File: src/rtl/uart_rx_fifo.sv
// 8N1 UART receiver with a 2-flop input synchronizer and a first-word-fall-through byte FIFO.
// Sticky frame_error/overflow flags clear only on reset.
module uart_rx_fifo #(
  parameter int unsigned START_SAMPLE   = 433,
  parameter int unsigned INTERVAL       = 868,
  parameter int unsigned FIFO_LOG_DEPTH = 4
) (
  input  logic       clk,
  input  logic       reset,
  input  logic       uart_rx,
  output logic [7:0] out_data,
  output logic       out_valid,
  input  logic       out_ready,
  output logic       frame_error,
  output logic       overflow,
  output logic       busy
);

  typedef enum logic [2:0] {IDLE, START, DATA, STOP, WAIT_HIGH} state_e;

  localparam int unsigned               DEPTH      = 1 << FIFO_LOG_DEPTH;
  localparam logic [31:0]               START_LAST = 32'(START_SAMPLE - 1);
  localparam logic [31:0]               BIT_LAST   = 32'(INTERVAL - 1);
  localparam logic [FIFO_LOG_DEPTH:0]   FULL_COUNT = (FIFO_LOG_DEPTH + 1)'(DEPTH);
  localparam logic [FIFO_LOG_DEPTH:0]   COUNT_ONE  = (FIFO_LOG_DEPTH + 1)'(1);
  localparam logic [FIFO_LOG_DEPTH-1:0] PTR_ONE    = FIFO_LOG_DEPTH'(1);

  logic [1:0] sync_q;
  logic       rx_s;

  state_e      state_q, state_d;
  logic [31:0] cnt_q, cnt_d;
  logic [2:0]  idx_q, idx_d;
  logic [7:0]  shift_q, shift_d;
  logic        frame_error_q, frame_error_d;
  logic        push_req;

  logic [7:0]                mem [DEPTH];
  logic [FIFO_LOG_DEPTH-1:0] wr_ptr_q, rd_ptr_q;
  logic [FIFO_LOG_DEPTH:0]   count_q;
  logic                      overflow_q;
  logic                      pop, push_ok;

  // NOTE: sequential state uses non-blocking assignments so every flop samples pre-edge values.
  always_ff @(posedge clk) begin
    if (reset) sync_q <= 2'b11;
    else       sync_q <= {sync_q[0], uart_rx};
  end

  assign rx_s = sync_q[1];

  always_ff @(posedge clk) begin
    if (reset) begin
      state_q       <= IDLE;
      cnt_q         <= '0;
      idx_q         <= '0;
      shift_q       <= '0;
      frame_error_q <= 1'b0;
    end else begin
      state_q       <= state_d;
      cnt_q         <= cnt_d;
      idx_q         <= idx_d;
      shift_q       <= shift_d;
      frame_error_q <= frame_error_d;
    end
  end

  // NOTE: every always_comb output gets a default first so no path can infer a latch.
  always_comb begin
    state_d       = state_q;
    cnt_d         = cnt_q;
    idx_d         = idx_q;
    shift_d       = shift_q;
    frame_error_d = frame_error_q;
    push_req      = 1'b0;
    unique case (state_q)
      IDLE: begin
        if (!rx_s) begin
          state_d = START;
          cnt_d   = '0;
        end
      end
      START: begin
        if (cnt_q == START_LAST) begin
          cnt_d   = '0;
          state_d = rx_s ? IDLE : DATA;
          idx_d   = '0;
        end else begin
          cnt_d = cnt_q + 32'd1;
        end
      end
      DATA: begin
        if (cnt_q == BIT_LAST) begin
          cnt_d          = '0;
          shift_d[idx_q] = rx_s;
          if (idx_q == 3'd7) state_d = STOP;
          else               idx_d   = idx_q + 3'd1;
        end else begin
          cnt_d = cnt_q + 32'd1;
        end
      end
      STOP: begin
        if (cnt_q == BIT_LAST) begin
          cnt_d = '0;
          if (rx_s) begin
            push_req = 1'b1;
            state_d  = IDLE;
          end else begin
            frame_error_d = 1'b1;
            state_d       = WAIT_HIGH;
          end
        end else begin
          cnt_d = cnt_q + 32'd1;
        end
      end
      WAIT_HIGH: begin
        if (rx_s) state_d = IDLE;
      end
      default: state_d = IDLE;
    endcase
  end

  // A full FIFO still accepts a byte when the head is popped in the same cycle.
  assign pop     = out_valid && out_ready;
  assign push_ok = push_req && ((count_q != FULL_COUNT) || pop);

  always_ff @(posedge clk) begin
    if (reset) begin
      wr_ptr_q   <= '0;
      rd_ptr_q   <= '0;
      count_q    <= '0;
      overflow_q <= 1'b0;
    end else begin
      if (push_ok) wr_ptr_q <= wr_ptr_q + PTR_ONE;
      if (pop)     rd_ptr_q <= rd_ptr_q + PTR_ONE;
      if (push_req && !push_ok) overflow_q <= 1'b1;
      case ({push_ok, pop})
        2'b10:   count_q <= count_q + COUNT_ONE;
        2'b01:   count_q <= count_q - COUNT_ONE;
        default: count_q <= count_q;
      endcase
    end
  end

  // NOTE: storage is not reset; count_q gates validity, so stale contents are never observed.
  always_ff @(posedge clk) begin
    if (push_ok) mem[wr_ptr_q] <= shift_q;
  end

  assign out_data    = mem[rd_ptr_q];
  assign out_valid   = (count_q != '0);
  assign frame_error = frame_error_q;
  assign overflow    = overflow_q;
  assign busy        = (state_q != IDLE);

endmodule
File: config.mk
export PLATFORM = sky130hd
export DESIGN_NAME = uart_rx_fifo
export DESIGN_NICKNAME = d
export VERILOG_FILES = /design/src/rtl/uart_rx_fifo.sv
export SDC_FILE = /design/constraint.sdc
export NUM_CORES = 1
export LEC_CHECK = 0
export ABC_CLOCK_PERIOD_IN_PS = 3250
export BUFFER_PORTS_ARGS = -buffer_cell sky130_fd_sc_hd__buf_4
export CAP_MARGIN = 20
export CORE_ASPECT_RATIO = 1.25
export CORE_MARGIN = 5
export CORE_UTILIZATION = 25
export CTS_BUF_LIST = sky130_fd_sc_hd__clkbuf_4 sky130_fd_sc_hd__clkbuf_8
export DETAILED_ROUTE_END_ITERATION = 10
export GPL_ROUTABILITY_DRIVEN = 0
export PLACE_DENSITY_LB_ADDON = 0.2
export SKIP_LAST_GASP = 1
export SLEW_MARGIN = 5
export SYNTH_ARGS = -nofsm -noshare
export SYNTH_HDL_FRONTEND = slang
export SYNTH_SLANG_ARGS = --single-unit
File: constraint.sdc
create_clock -name clk -period 3.25 [get_ports clk]
set_input_delay 0.1625 -clock clk [delete_from_list [all_inputs] [get_ports clk]]
set_output_delay 0.1625 -clock clk [all_outputs]
set_load 0.005 [all_outputs]
# After elaboration in Yosys (flattened, before gate mapping)
# Memory sizes are Yosys's and may differ from the RTL's. A register that Yosys moved wholly into a read port is not among the register bits.
# Cells that the tools add are included.
[op_classes]
addsub = 6
n_mul = 0
mux = 28
bitwise_logic = 1
div = 0
reduce_logical = 18
eq_ne = 17
shift = 0
order_cmp = 2
[op_table]
columns = ["cell", "n"]
rows = [
  ["32-bit 2-to-1 mux", 3],
  ["32-bit one-hot mux with 3 select lines", 1],
  ["32-bit by 1-bit adder with 32-bit output (second input constant)", 1],
  ["32-bit by 10-bit equality test with 1-bit output (second input constant)", 1],
  ["32-bit by 9-bit equality test with 1-bit output (second input constant)", 1],
  ["3-bit 2-to-1 mux", 10],
  ["3-bit one-hot mux with 5 select lines", 1],
  ["2-bit != test (second input constant)", 7],
  ["5-bit one-hot mux with 2 select lines", 1],
  ["4-bit by 1-bit adder with 4-bit output (second input constant)", 2],
  ["8-bit bitwise mux", 1],
  ["4-bit 2-to-1 mux", 2],
  ["3-bit by 2-bit equality test with 1-bit output (second input constant)", 2],
  ["3-bit equality test (second input constant)", 2],
  ["1-bit 2-to-1 mux", 6],
  ["3-bit one-hot mux with 2 select lines", 1],
  ["6-bit AND reduction", 1],
  ["3-bit nonzero test", 2],
  ["5-bit by 1-bit adder with 5-bit output (second input constant)", 1],
  ["5-bit != test (second input constant)", 1],
  ["5-bit nonzero test", 1],
  ["5-bit by 1-bit subtractor with 5-bit output (second input constant)", 1],
  ["1-bit logical AND", 4],
  ["3-bit by 4-bit < comparator with 1-bit output (second input constant)", 1],
  ["other kinds (16)", 18],
]
[totals]
romBits = 0
wordCells = 83
regBits = 63
out_inout_bits = 12
ram_bits = 128
n_memories = 1
in_bits = 4
latch_bits = 0
[mem_list]
columns = ["memory", "words", "width", "read_ports", "rd_clocked_by_memory_dff", "write_ports", "line", "rtl"]
rows = [
  ["mem", 16, 8, 1, 1, 1, "38", "logic [7:0] mem [DEPTH];"],
]

# Depth between registers and ports, before layout
[logic_depth]
word_depth = 6
depth_mapped = 13
depth_no_buf = 11

# Worst setup path before layout
# Ideal clock, no wire load.
[synth_path]
path_type = "register to register"
start = "register cnt_q[0]"
end = "register count_q[4]"
t_arrival_ns = 3.071
required_ns = 3.127
period_less_slack_ns = 3.194
setup_ns = 0.123
path_stages_with_launch = 14
slack_ns = 0.056
n_path_buf = 2
cell_sequence = "dfxtp_1 ha_1 buf_4 nand4_1 or4b_1 buf_4 nor4_4 nor2_1 xor2_1 ha_1 or3_1 a21oi_1 a2bb2oi_1 mux2_1"
[synth_via]
elab_chain_cells = 6
word_cells_on_any_way = 8
cone_classes = "eq/ne: 3; mux: 3; reduce/logical: 2"
[synth_lines]
columns = ["element", "line", "rtl"]
rows = [
  ["from (decl)", "32", "logic [31:0] cnt_q, cnt_d;"],
  ["from (signal assigned)", "61", "cnt_q <= cnt_d;"],
  ["32-bit by 10-bit equality test with 1-bit output (*)", "103", "if (cnt_q == BIT_LAST) begin"],
  ["1-bit 2-to-1 mux (*)", "103", ""],
  ["1-bit 2-to-1 mux (*)", "76", "unique case (state_q)"],
  ["1-bit logical AND (*)", "125", "assign push_ok = push_req && ((count_q != FULL_COUNT) || pop);"],
  ["2-bit by 1-bit equality test with 1-bit output or 2-bit equality test (tied branches)", "137", "case ({push_ok, pop})"],
  ["5-bit one-hot mux with 2 select lines or 2-bit nonzero test (tied branches)", "n/a", ""],
  ["to (signal assigned)", "138", "2'b10: count_q <= count_q + COUNT_ONE;"],
  ["to (signal assigned)", "139", "2'b01: count_q <= count_q - COUNT_ONE;"],
  ["to (signal assigned)", "140", "default: count_q <= count_q;"],
  ["to (decl)", "40", "logic [FIFO_LOG_DEPTH:0] count_q;"],
]
# Mark *: on every way between the ends. The rest lies on a longest branch, timed or not.
# A chain may end at the register's enable or synchronous reset.

# Final worst setup path
# Same ends and word-level chain as after synthesis.

==> out/metrics.yaml <==
run_status:
  status: "complete, no violations"
timing:
  period_needed_ns: 3.09
  relSlewSlack_pct: 43.0
  setup_tns_ns: 0
  finalSetupViolCount: 0
  skew_ns: 0.0174
  hold_violations: 0
  fmax_mhz: 324
  worstMarginPinSlew_ns: 0.855
  finalCritPeriodShare_pct: 95.0
  rsz0062_at_grt: "false"
  report.final.slew_viol_count: 0
die:
  io_pins: 16
  initial_core_util_pct: 25.2
  rows: 74
  fp.dieW_microns: 172
  core_area_sq_mm: 0.0326
  die_area_sq_mm: 0.0366
  die_h_microns: 213
grt:
  grt_pass1_vias: 4958
  grtUsageTotal_pct: 10.3
  grt_max_degree: 42
  antenna_found_initial: 0
  grt_pass1_wl_microns: 28600
  grt.overflow.total: 0
synthesis:
  synth_nets: 606
  syn_inst: 591
  synth_ff_type: "edfxtp_1"
  avgSynthCellArea_sq_um: 13.9
  synthesis.area_sq_mm: 0.00822
  synthDistinctLibCells: 59
  synth-seq-cells: 195
  yosys_warnings: 0
  ys_async_sr_fraction_pct: 0
  synth_edf_count: 128
  ys_seq_area_share_pct: 63.1
critical_path:
  endpoint_kind: "register"
  required_ns: 3.61
  cp-start-kind: "register"
  crit_type: "register to register"
  path_max_fanout: 4
  crit_arrival_ns: 3.45
clock_network:
  clock_latency_ns: 0.47
  cts_max_path_buffers: 2
  cts_tree: "done"
  cts_sinks: 195
  clk_pin_slew_ns: 0.10
  numCtsBuffers: 17
  cts-htree-levels: 4
  ctsResizeCount: 0
  cts_root_buffer: "clkbuf_8"
cells_and_area:
  fin_nets: 640
  diodes: 0
  fin_cells: 1055
  syn2layout_area_growth_pct: 13.3
  drive_gt1_share_pct: 20.1
  fill_cells: 3308
detailed_routing:
  wl_microns: 18100
  routedWlPerCell_microns: 17.2
  num_vias: 4828
  drc: 0
  ant_nets: 0
  drt-initial-drc-count: 299
  first_pass_iters: 4
  via_per_inst: 4.58
placed_design:
  place_inst: 1023
  post-dp-hpwl_microns: 12200
  portBuffers: 15
job:
  drv_cap: 0
pwr:
  ir_worst_vdd_mv: 0.189
  netSwitchingPower_mw: 0.938
  clockPowerShare_pct: 35.3
  seqPwrFrac_pct: 63.5
  p_int_mw: 3.17
  power_frac_comb_pct: 1.2
  p_sw_share_pct: 22.8
  p_leak_nw: 3.05
  powerDensity_mw_per_mm2: 441
hold_path:
  hold_class: "primary input to register"
-- per-stage QoR --
step / worst slack, ns / power (mW) / cell area, sq um / hold WS, ns / util, %
after global routing: 0.0132 / 4.29 / 9320 / 0.108 / 28.6
final: 0.162 / 4.11 / 9320 / 0.125 / 28.6
after detailed placement: 0.198 / 2.72 / 8950 / 0.358 / 27.5
after CTS: 0.179 / 4.19 / 9320 / 0.0792 / 28.6
after floorplan: 0.0556 / 2.70 / 8220 / 0.266 / -
after global placement: 0.228 / 2.71 / 8950 / 0.353 / 27.5
-- power by group through the flow --
stage | logic, mW | clock network, mW | registers, mW
3_5_place_dp | 0.0486 | 0 | 2.67
2_1_floorplan | 0.0333 | 0 | 2.67
5_1_grt | 0.0554 | 1.63 | 2.61
6_report | 0.0486 | 1.45 | 2.61
3_3_place_gp | 0.0466 | 0 | 2.67
4_1_cts | 0.0497 | 1.53 | 2.61
-- registers in the layout (all words and copies together), names as in the netlist, named ones only --
signal and cells:
idx_q 3, sync_q 2, overflow 1, shift_q 8
count_q 5, frame_error 1, wr_ptr_q 4, mem 128
state_q 3, cnt_q 32, rd_ptr_q 4
-- logic make-up after synthesis --
family,synth area share [%]
fa+ha+maj,1.67
mux,12.7
flops,63.1
buf+inv,1.89
compound gates,3.85
xor+xnor,3.41
simple gates,13.4
-- final cells by class --
cell class	instances	area, sq um	area share (%)
repair buffers	44	333	3.57
inverters	9	33.8	0.363
clock buffers	17	234	2.51
multi-input cells	358	2880	30.9
well taps	418	523	5.61
clock inverters	14	123	1.32
flip-flops and latches	195	5190	55.7
-- routing by layer --
| layer | vias to the layer above | share of wire [%] | track usage, % |
|---|---|---|---|
| met5 | - | 0 | 0 |
| met4 | 0 | 2.7 | 4.09 |
| met3 | 21 | 3.0 | 2.24 |
| met2 | 88 | 50 | 17.4 |
| met1 | 2430 | 44 | 12.9 |
| li1 | 2289 | - | - |
-- synthesized netlist by cell type, types with 11 or more instances --
cell type / n / share of area, %
edfxtp_1: 128 / 47
mux2i_1: 12 / 1.5
nand3_1: 22 / 1.3
nand4_1: 11 / 0.84
a21oi_1: 12 / 0.73
clkbuf_1: 17 / 0.78
nor2_1: 82 / 3.7
nand2_1: 38 / 1.7
mux4_2: 40 / 11
dfxtp_1: 67 / 16
xor2_1: 22 / 2.3
ha_1: 11 / 1.7
-- final timing paths --
path	depth (start not counted)	to	startpoint	slack (ns)
setup reg to reg	11	count_q[4]$_SDFFE_PP0P_	cnt_q[0]$_SDFFE_PP0P_	0.16
hold reg to reg	1	sync_q[1]$_SDFF_PP1_	sync_q[0]$_SDFF_PP1_	0.42
hold / removal	2	count_q[0]$_SDFFE_PP0P_	reset	0.13
setup / recovery	11	count_q[4]$_SDFFE_PP0P_	cnt_q[0]$_SDFFE_PP0P_	0.16
-- cells in the final DEF, fill, tap and decap left out, drive strengths merged, types with 6 or more instances in the layout --
cell type    n
nor2        82
inv         15
clkbuf      17
a21oi       13
dfxtp       67
clkinv       6
buf         43
mux2i       12
nand4       11
nand2       39
nor3        10
nor4        11
xnor2       10
xor2        22
ha          11
edfxtp     128
mux4        40
and3         7
nand3       22
-- repair_timing --
action	CTS	global route
hold buffers	1	0
buffers inserted	0	0
hold endpoints to repair	1	0
setup endpoints to repair	0	0
-- critical path, cell delays in order, from the launching register on --
cell and delay [ns]:
dfxtp_1 0.40, ha_1 0.19, nand4_1 0.09, or4b_1 0.57, nor4_4 0.26, nor2_1 0.15
xor2_1 0.17, ha_1 0.24, or3_1 0.32, a21oi_1 0.19, a2bb2oi_1 0.09, mux2_1 0.32
No activity file was read; power rests on OpenSTA's default activity.
